**src/rtl/vga_timing_gen.sv**
```systemverilog
// 640x480@60 VGA raster timing: pixel divider, line/frame counters, sync and
// active-video decode, plus line/frame start markers.
module vga_timing_gen #(
  parameter int H_ACTIVE = 640,
  parameter int H_FP     = 16,
  parameter int H_SYNC   = 96,
  parameter int H_BP     = 48,
  parameter int V_ACTIVE = 480,
  parameter int V_FP     = 10,
  parameter int V_SYNC   = 2,
  parameter int V_BP     = 33,
  parameter bit SYNC_POL = 1'b0,
  parameter int CLK_DIV  = 2
) (
  input  logic       clk,
  input  logic       rst_n,
  input  logic       enable,
  output logic [9:0] posx,
  output logic [9:0] posy,
  output logic       draw,
  output logic       hsync,
  output logic       vsync,
  output logic       pix_ce,
  output logic       line_start,
  output logic       frame_start
);

  localparam int H_TOTAL = H_ACTIVE + H_FP + H_SYNC + H_BP;
  localparam int V_TOTAL = V_ACTIVE + V_FP + V_SYNC + V_BP;
  localparam int DIV_W   = (CLK_DIV > 1) ? $clog2(CLK_DIV) : 1;

  localparam logic [DIV_W-1:0] DIV_LAST = DIV_W'(CLK_DIV - 1);
  localparam logic [9:0]       H_LAST   = 10'(H_TOTAL - 1);
  localparam logic [9:0]       V_LAST   = 10'(V_TOTAL - 1);

  // 11-bit decode thresholds so a 1024-wide active region cannot truncate
  localparam logic [10:0] H_VIS    = 11'(H_ACTIVE);
  localparam logic [10:0] V_VIS    = 11'(V_ACTIVE);
  localparam logic [10:0] HS_FIRST = 11'(H_ACTIVE + H_FP);
  localparam logic [10:0] HS_LAST  = 11'(H_ACTIVE + H_FP + H_SYNC - 1);
  localparam logic [10:0] VS_FIRST = 11'(V_ACTIVE + V_FP);
  localparam logic [10:0] VS_LAST  = 11'(V_ACTIVE + V_FP + V_SYNC - 1);

  if (H_TOTAL > 1024 || V_TOTAL > 1024 || CLK_DIV < 1) begin : g_bad_params
    $error("vga_timing_gen: H_TOTAL/V_TOTAL must be <= 1024 and CLK_DIV >= 1");
  end

  typedef enum logic {
    S_IDLE = 1'b0,
    S_RUN  = 1'b1
  } state_e;

  state_e           state_q, state_d;
  logic [DIV_W-1:0] div_cnt_q, div_cnt_d;
  logic [9:0]       hcount_q, hcount_d;
  logic [9:0]       vcount_q, vcount_d;
  logic             draw_q, draw_d;
  logic             hsync_q, hsync_d;
  logic             vsync_q, vsync_d;
  logic             line_start_q, line_start_d;
  logic             frame_start_q, frame_start_d;

  logic             pix_ce_w;
  logic             run_d;
  logic             start;
  logic             line_wrap;
  logic             frame_wrap;
  logic [10:0]      h_ext;
  logic [10:0]      v_ext;

  assign pix_ce_w = (state_q == S_RUN) && (div_cnt_q == DIV_LAST);

  always_comb begin
    state_d    = state_q;
    div_cnt_d  = div_cnt_q;
    hcount_d   = hcount_q;
    vcount_d   = vcount_q;
    start      = 1'b0;
    line_wrap  = 1'b0;
    frame_wrap = 1'b0;

    case (state_q)
      S_IDLE: begin
        div_cnt_d = '0;
        hcount_d  = '0;
        vcount_d  = '0;
        if (enable) begin
          state_d = S_RUN;
          start   = 1'b1;
        end
      end
      S_RUN: begin
        if (!enable) begin
          state_d   = S_IDLE;
          div_cnt_d = '0;
          hcount_d  = '0;
          vcount_d  = '0;
        end else if (pix_ce_w) begin
          div_cnt_d = '0;
          if (hcount_q == H_LAST) begin
            hcount_d  = '0;
            line_wrap = 1'b1;
            if (vcount_q == V_LAST) begin
              vcount_d   = '0;
              frame_wrap = 1'b1;
            end else begin
              vcount_d = vcount_q + 10'd1;
            end
          end else begin
            hcount_d = hcount_q + 10'd1;
          end
        end else begin
          div_cnt_d = div_cnt_q + 1'b1;
        end
      end
      default: begin
        state_d   = S_IDLE;
        div_cnt_d = '0;
        hcount_d  = '0;
        vcount_d  = '0;
      end
    endcase

    // Decode from next-state counters so every marker lines up with posx/posy
    run_d  = (state_d == S_RUN);
    h_ext  = {1'b0, hcount_d};
    v_ext  = {1'b0, vcount_d};

    draw_d  = run_d && (h_ext < H_VIS) && (v_ext < V_VIS);
    hsync_d = (run_d && (h_ext >= HS_FIRST) && (h_ext <= HS_LAST)) ? SYNC_POL : ~SYNC_POL;
    vsync_d = (run_d && (v_ext >= VS_FIRST) && (v_ext <= VS_LAST)) ? SYNC_POL : ~SYNC_POL;

    line_start_d  = start | line_wrap;
    frame_start_d = start | frame_wrap;
  end

  always_ff @(posedge clk or negedge rst_n) begin
    if (!rst_n) begin
      state_q       <= S_IDLE;
      div_cnt_q     <= '0;
      hcount_q      <= '0;
      vcount_q      <= '0;
      draw_q        <= 1'b0;
      hsync_q       <= ~SYNC_POL;
      vsync_q       <= ~SYNC_POL;
      line_start_q  <= 1'b0;
      frame_start_q <= 1'b0;
    end else begin
      state_q       <= state_d;
      div_cnt_q     <= div_cnt_d;
      hcount_q      <= hcount_d;
      vcount_q      <= vcount_d;
      draw_q        <= draw_d;
      hsync_q       <= hsync_d;
      vsync_q       <= vsync_d;
      line_start_q  <= line_start_d;
      frame_start_q <= frame_start_d;
    end
  end

  assign posx        = hcount_q;
  assign posy        = vcount_q;
  assign draw        = draw_q;
  assign hsync       = hsync_q;
  assign vsync       = vsync_q;
  assign pix_ce      = pix_ce_w;
  assign line_start  = line_start_q;
  assign frame_start = frame_start_q;

endmodule

```
**config.mk**
```make
export PLATFORM = sky130hd
export DESIGN_NAME = vga_timing_gen
export DESIGN_NICKNAME = d
export VERILOG_FILES = /design/src/rtl/vga_timing_gen.sv
export SDC_FILE = /design/constraint.sdc
export NUM_CORES = 1
export LEC_CHECK = 0
export ABC_AREA = 1
export BUFFER_PORTS_ARGS = -buffer_cell sky130_fd_sc_hd__buf_2
export CAP_MARGIN = 30
export CORE_ASPECT_RATIO = 1.4
export CORE_MARGIN = 2
export CORE_UTILIZATION = 39
export DETAILED_ROUTE_END_ITERATION = 10
export MAX_ROUTING_LAYER = met4
export SLEW_MARGIN = 20
export SYNTH_ARGS = -nofsm -noshare
export SYNTH_HDL_FRONTEND = slang
export SYNTH_SLANG_ARGS = --single-unit
```
**constraint.sdc**
```tcl
create_clock -name clk -period 1.6 [get_ports clk]
set_input_delay 0.32 -clock clk [delete_from_list [all_inputs] [get_ports clk]]
set_output_delay 0.32 -clock clk [all_outputs]
set_load 0.02 [all_outputs]
```
==> flow_summary.toml <==
[outcome]
outcome = "complete, but fails checks"
violations = "negative setup slack"

[worst_setup_path]
r2r_end = "vsync$_DFF_PN1_"
cp_max_fo = 4
worstPathArrival_ns = 1.95
rr_worst_depth = 12
rrSetupSlack_ns = -0.13
worstPathRequired_ns = 1.82
crit_type = "reg2reg"
cp-end-kind = "flop"
startpoint_type = "flop"
r2r_start = "posx[1]$_DFF_PN0_"
startpoint = "posx[1]$_DFF_PN0_"

[logic_synthesis]
synthTopCellsByArea = "dfrtp_1, nand2_1, inv_1"
yosysWarnings = 0
synth_nets = 266
ys_types = 26
synth_top_area_share = 0.362
synth_area_um2 = 1730
seq_area_frac_synth = 0.392
synth_area_per_cell_um2 = 6.66
syn_inst = 260
post-synth-top-area-cell = "dfrtp_1"
synth-seq-cells = 27

[timing]
drv_slew = 0
hold_violations = 0
finalCriticalPeriod_ns = 1.73
setup_ws_ns = -0.128
tightest_slew_ns = 0.633
fmax_mhz = 579
setup_viol = 9
finalCritPeriodShare = 1.08
slew_headroom = 0.578
finClkSkew_ns = 0.00771
rsz0062_at_grt = "true"

[floorplanning]
core_um2 = 4240
dieArea_um2 = 4990
fp.dieH_um = 82.8
num_rows = 28
die_w_um = 60.3
start_util = 0.408
io_pins = 29

[flow_run]
maxCapViolCount = 0

[power_and_ir_drop]
leakage_nw = 1.44
ir_drop_mv = 0.458
power_mw = 1.25
powerDensity_nw_per_um2 = 461

[cells_and_area]
postLayoutCellArea_um2 = 2720
final_util = 0.641
nFillCells = 413
multi_input_area_um2 = 1070
regArea_um2 = 684
final_common_cell = "buf_4"
antenna_cells = 0
layout_common_cells = "buf_4, nand2_1, inv_1"
synthToLayoutAreaGrowth_pct = 57.1
fin_nets = 362
final_cell_count_no_fill = 415
drive_gt1_frac = 0.473

[clock_tree]
holdBufCountCts = 0
numCtsBuffers = 3
cts_sinks = 27
clock-root-buffer = "clkbuf_8"
path_clk_slew_ns = 0.10
cts_buffer_depth = 2
cts_tree = "done"
clk_latency_ns = 0.28
cts_max_level = 1

[global_routing]
busiest_layer = "met2"
grt.total_usage = 0.231
grt_pass1_vias = 1958
grt_overflow_total = 0
gr-usage-met3 = 0.0265
grt_pass1_wl_mm = 8.61
use_met1 = 0.251
met2_usage = 0.403
grt_max_degree = 28
antenna_found_initial = 0

[route]
wl_per_cell_um = 12.8
antenna_left = 0
finalWirelength_mm = 5.30
drt_pass1_iterations = 4
vias_per_cell = 4.72
num_vias = 1959
drc = 0
drtIter0Drc = 74

[placement]
dpl_cell_area_um2 = 2350
gp_congestion = 0.890
hpwl_mm = 3.86
dp_slack_ns = -0.121
io_buffers = 28
place_inst = 395

[min_path]
holdCritPathClass = "in2async"
## Yosys cell counts
library cell   n
nand3_2        1
nor2_4         2
dfstp_2        2
nor2_1        39
buf_4          1
inv_2          6
ha_1           3
nand2_2        2
a211oi_1       1
nor2_2         5
buf_2          2
o21ai_1        2
o21ai_0        6
o22ai_1        1
a21oi_2        1
nand2_1       75
nand4_2        1
nand4_1        6
dfrtp_1       25
xor2_1         2
a21boi_1       1
a21oi_1        6
inv_1         41
nor3_1         6
xnor2_1        1
nand3_1       22
## where the power goes
part	internal, mW	leakage, nW	switching, mW
Clock	0.175	0.0255	0.228
Combinational	0.0546	1.06	0.0948
Sequential	0.694	0.353	0.00716
Total	0.924	1.44	0.330
## worst max path at each step
stage	depth (start not counted)	endpoint	slack [ns]
after CTS	13	hsync$_DFF_PN1_	-0.08
after floorplan	12	hsync$_DFF_PN1_	-0.02
final	12	vsync$_DFF_PN1_	-0.13
after global placement	12	draw$_DFF_PN0_	-0.10
after detailed placement	12	draw$_DFF_PN0_	-0.12
after global routing	12	hsync$_DFF_PN1_	-0.24
## critical path, stage by stage, from the launching register on
cell     delay [ns]
dfrtp_2        0.40
ha_4           0.15
nand2_4        0.06
nor2_4         0.15
nand4_1        0.24
nand2_1        0.12
nand2_1        0.06
nand2_1        0.08
nand2_2        0.06
inv_2          0.07
nand2_2        0.06
nor2_2         0.12
nand3_1        0.09
## area by class of cell
type,instances,area share
clock inverter,1,0.00184
multi-input combinational,183,0.393
clock buffer,3,0.0152
inverter,47,0.0677
timing repair buffer,94,0.243
sequential,27,0.252
tap,60,0.0276
## metrics by stage
stage | TNS (ns) | hold slack [ns]
final | -0.598 | 0.0429
after global placement | -0.255 | 0.371
after global routing | -1.77 | 0.0931
after floorplan | -0.0428 | 0.0244
after CTS | -0.271 | 0.0687
after detailed placement | -0.374 | 0.378
## what timing repair did
item                                    4_1_cts  5_1_grt
endpoints found under the setup margin        6       13
resized for setup                            19       40
setup buffers                                13        3
pin swaps                                    21       24
## state kept, by name, indices dropped and copies added (netlist names)
name / cells
draw: 1
line_start: 1
posy: 10
state_q: 1
frame_start: 1
posx: 10
hsync: 1
div_cnt_q: 1
vsync: 1
## metal layers
metal | share of wire | up-vias
met5 | 0 | -
met4 | 0.030 | 0
met3 | 0.024 | 13
met2 | 0.57 | 36
met1 | 0.37 | 917
li1 | - | 993
## kinds of logic after synthesis
family	count (synthesis)	share of synthesized area
AOI/OAI and AO/OA	18	0.0579
xor gates and xnor gates	3	0.0152
adders and majority gates	3	0.0217
buffers and inverters	50	0.112
DFF	27	0.392
and+or+nand+nor	159	0.401
No activity file was read; power rests on OpenSTA's default activity.
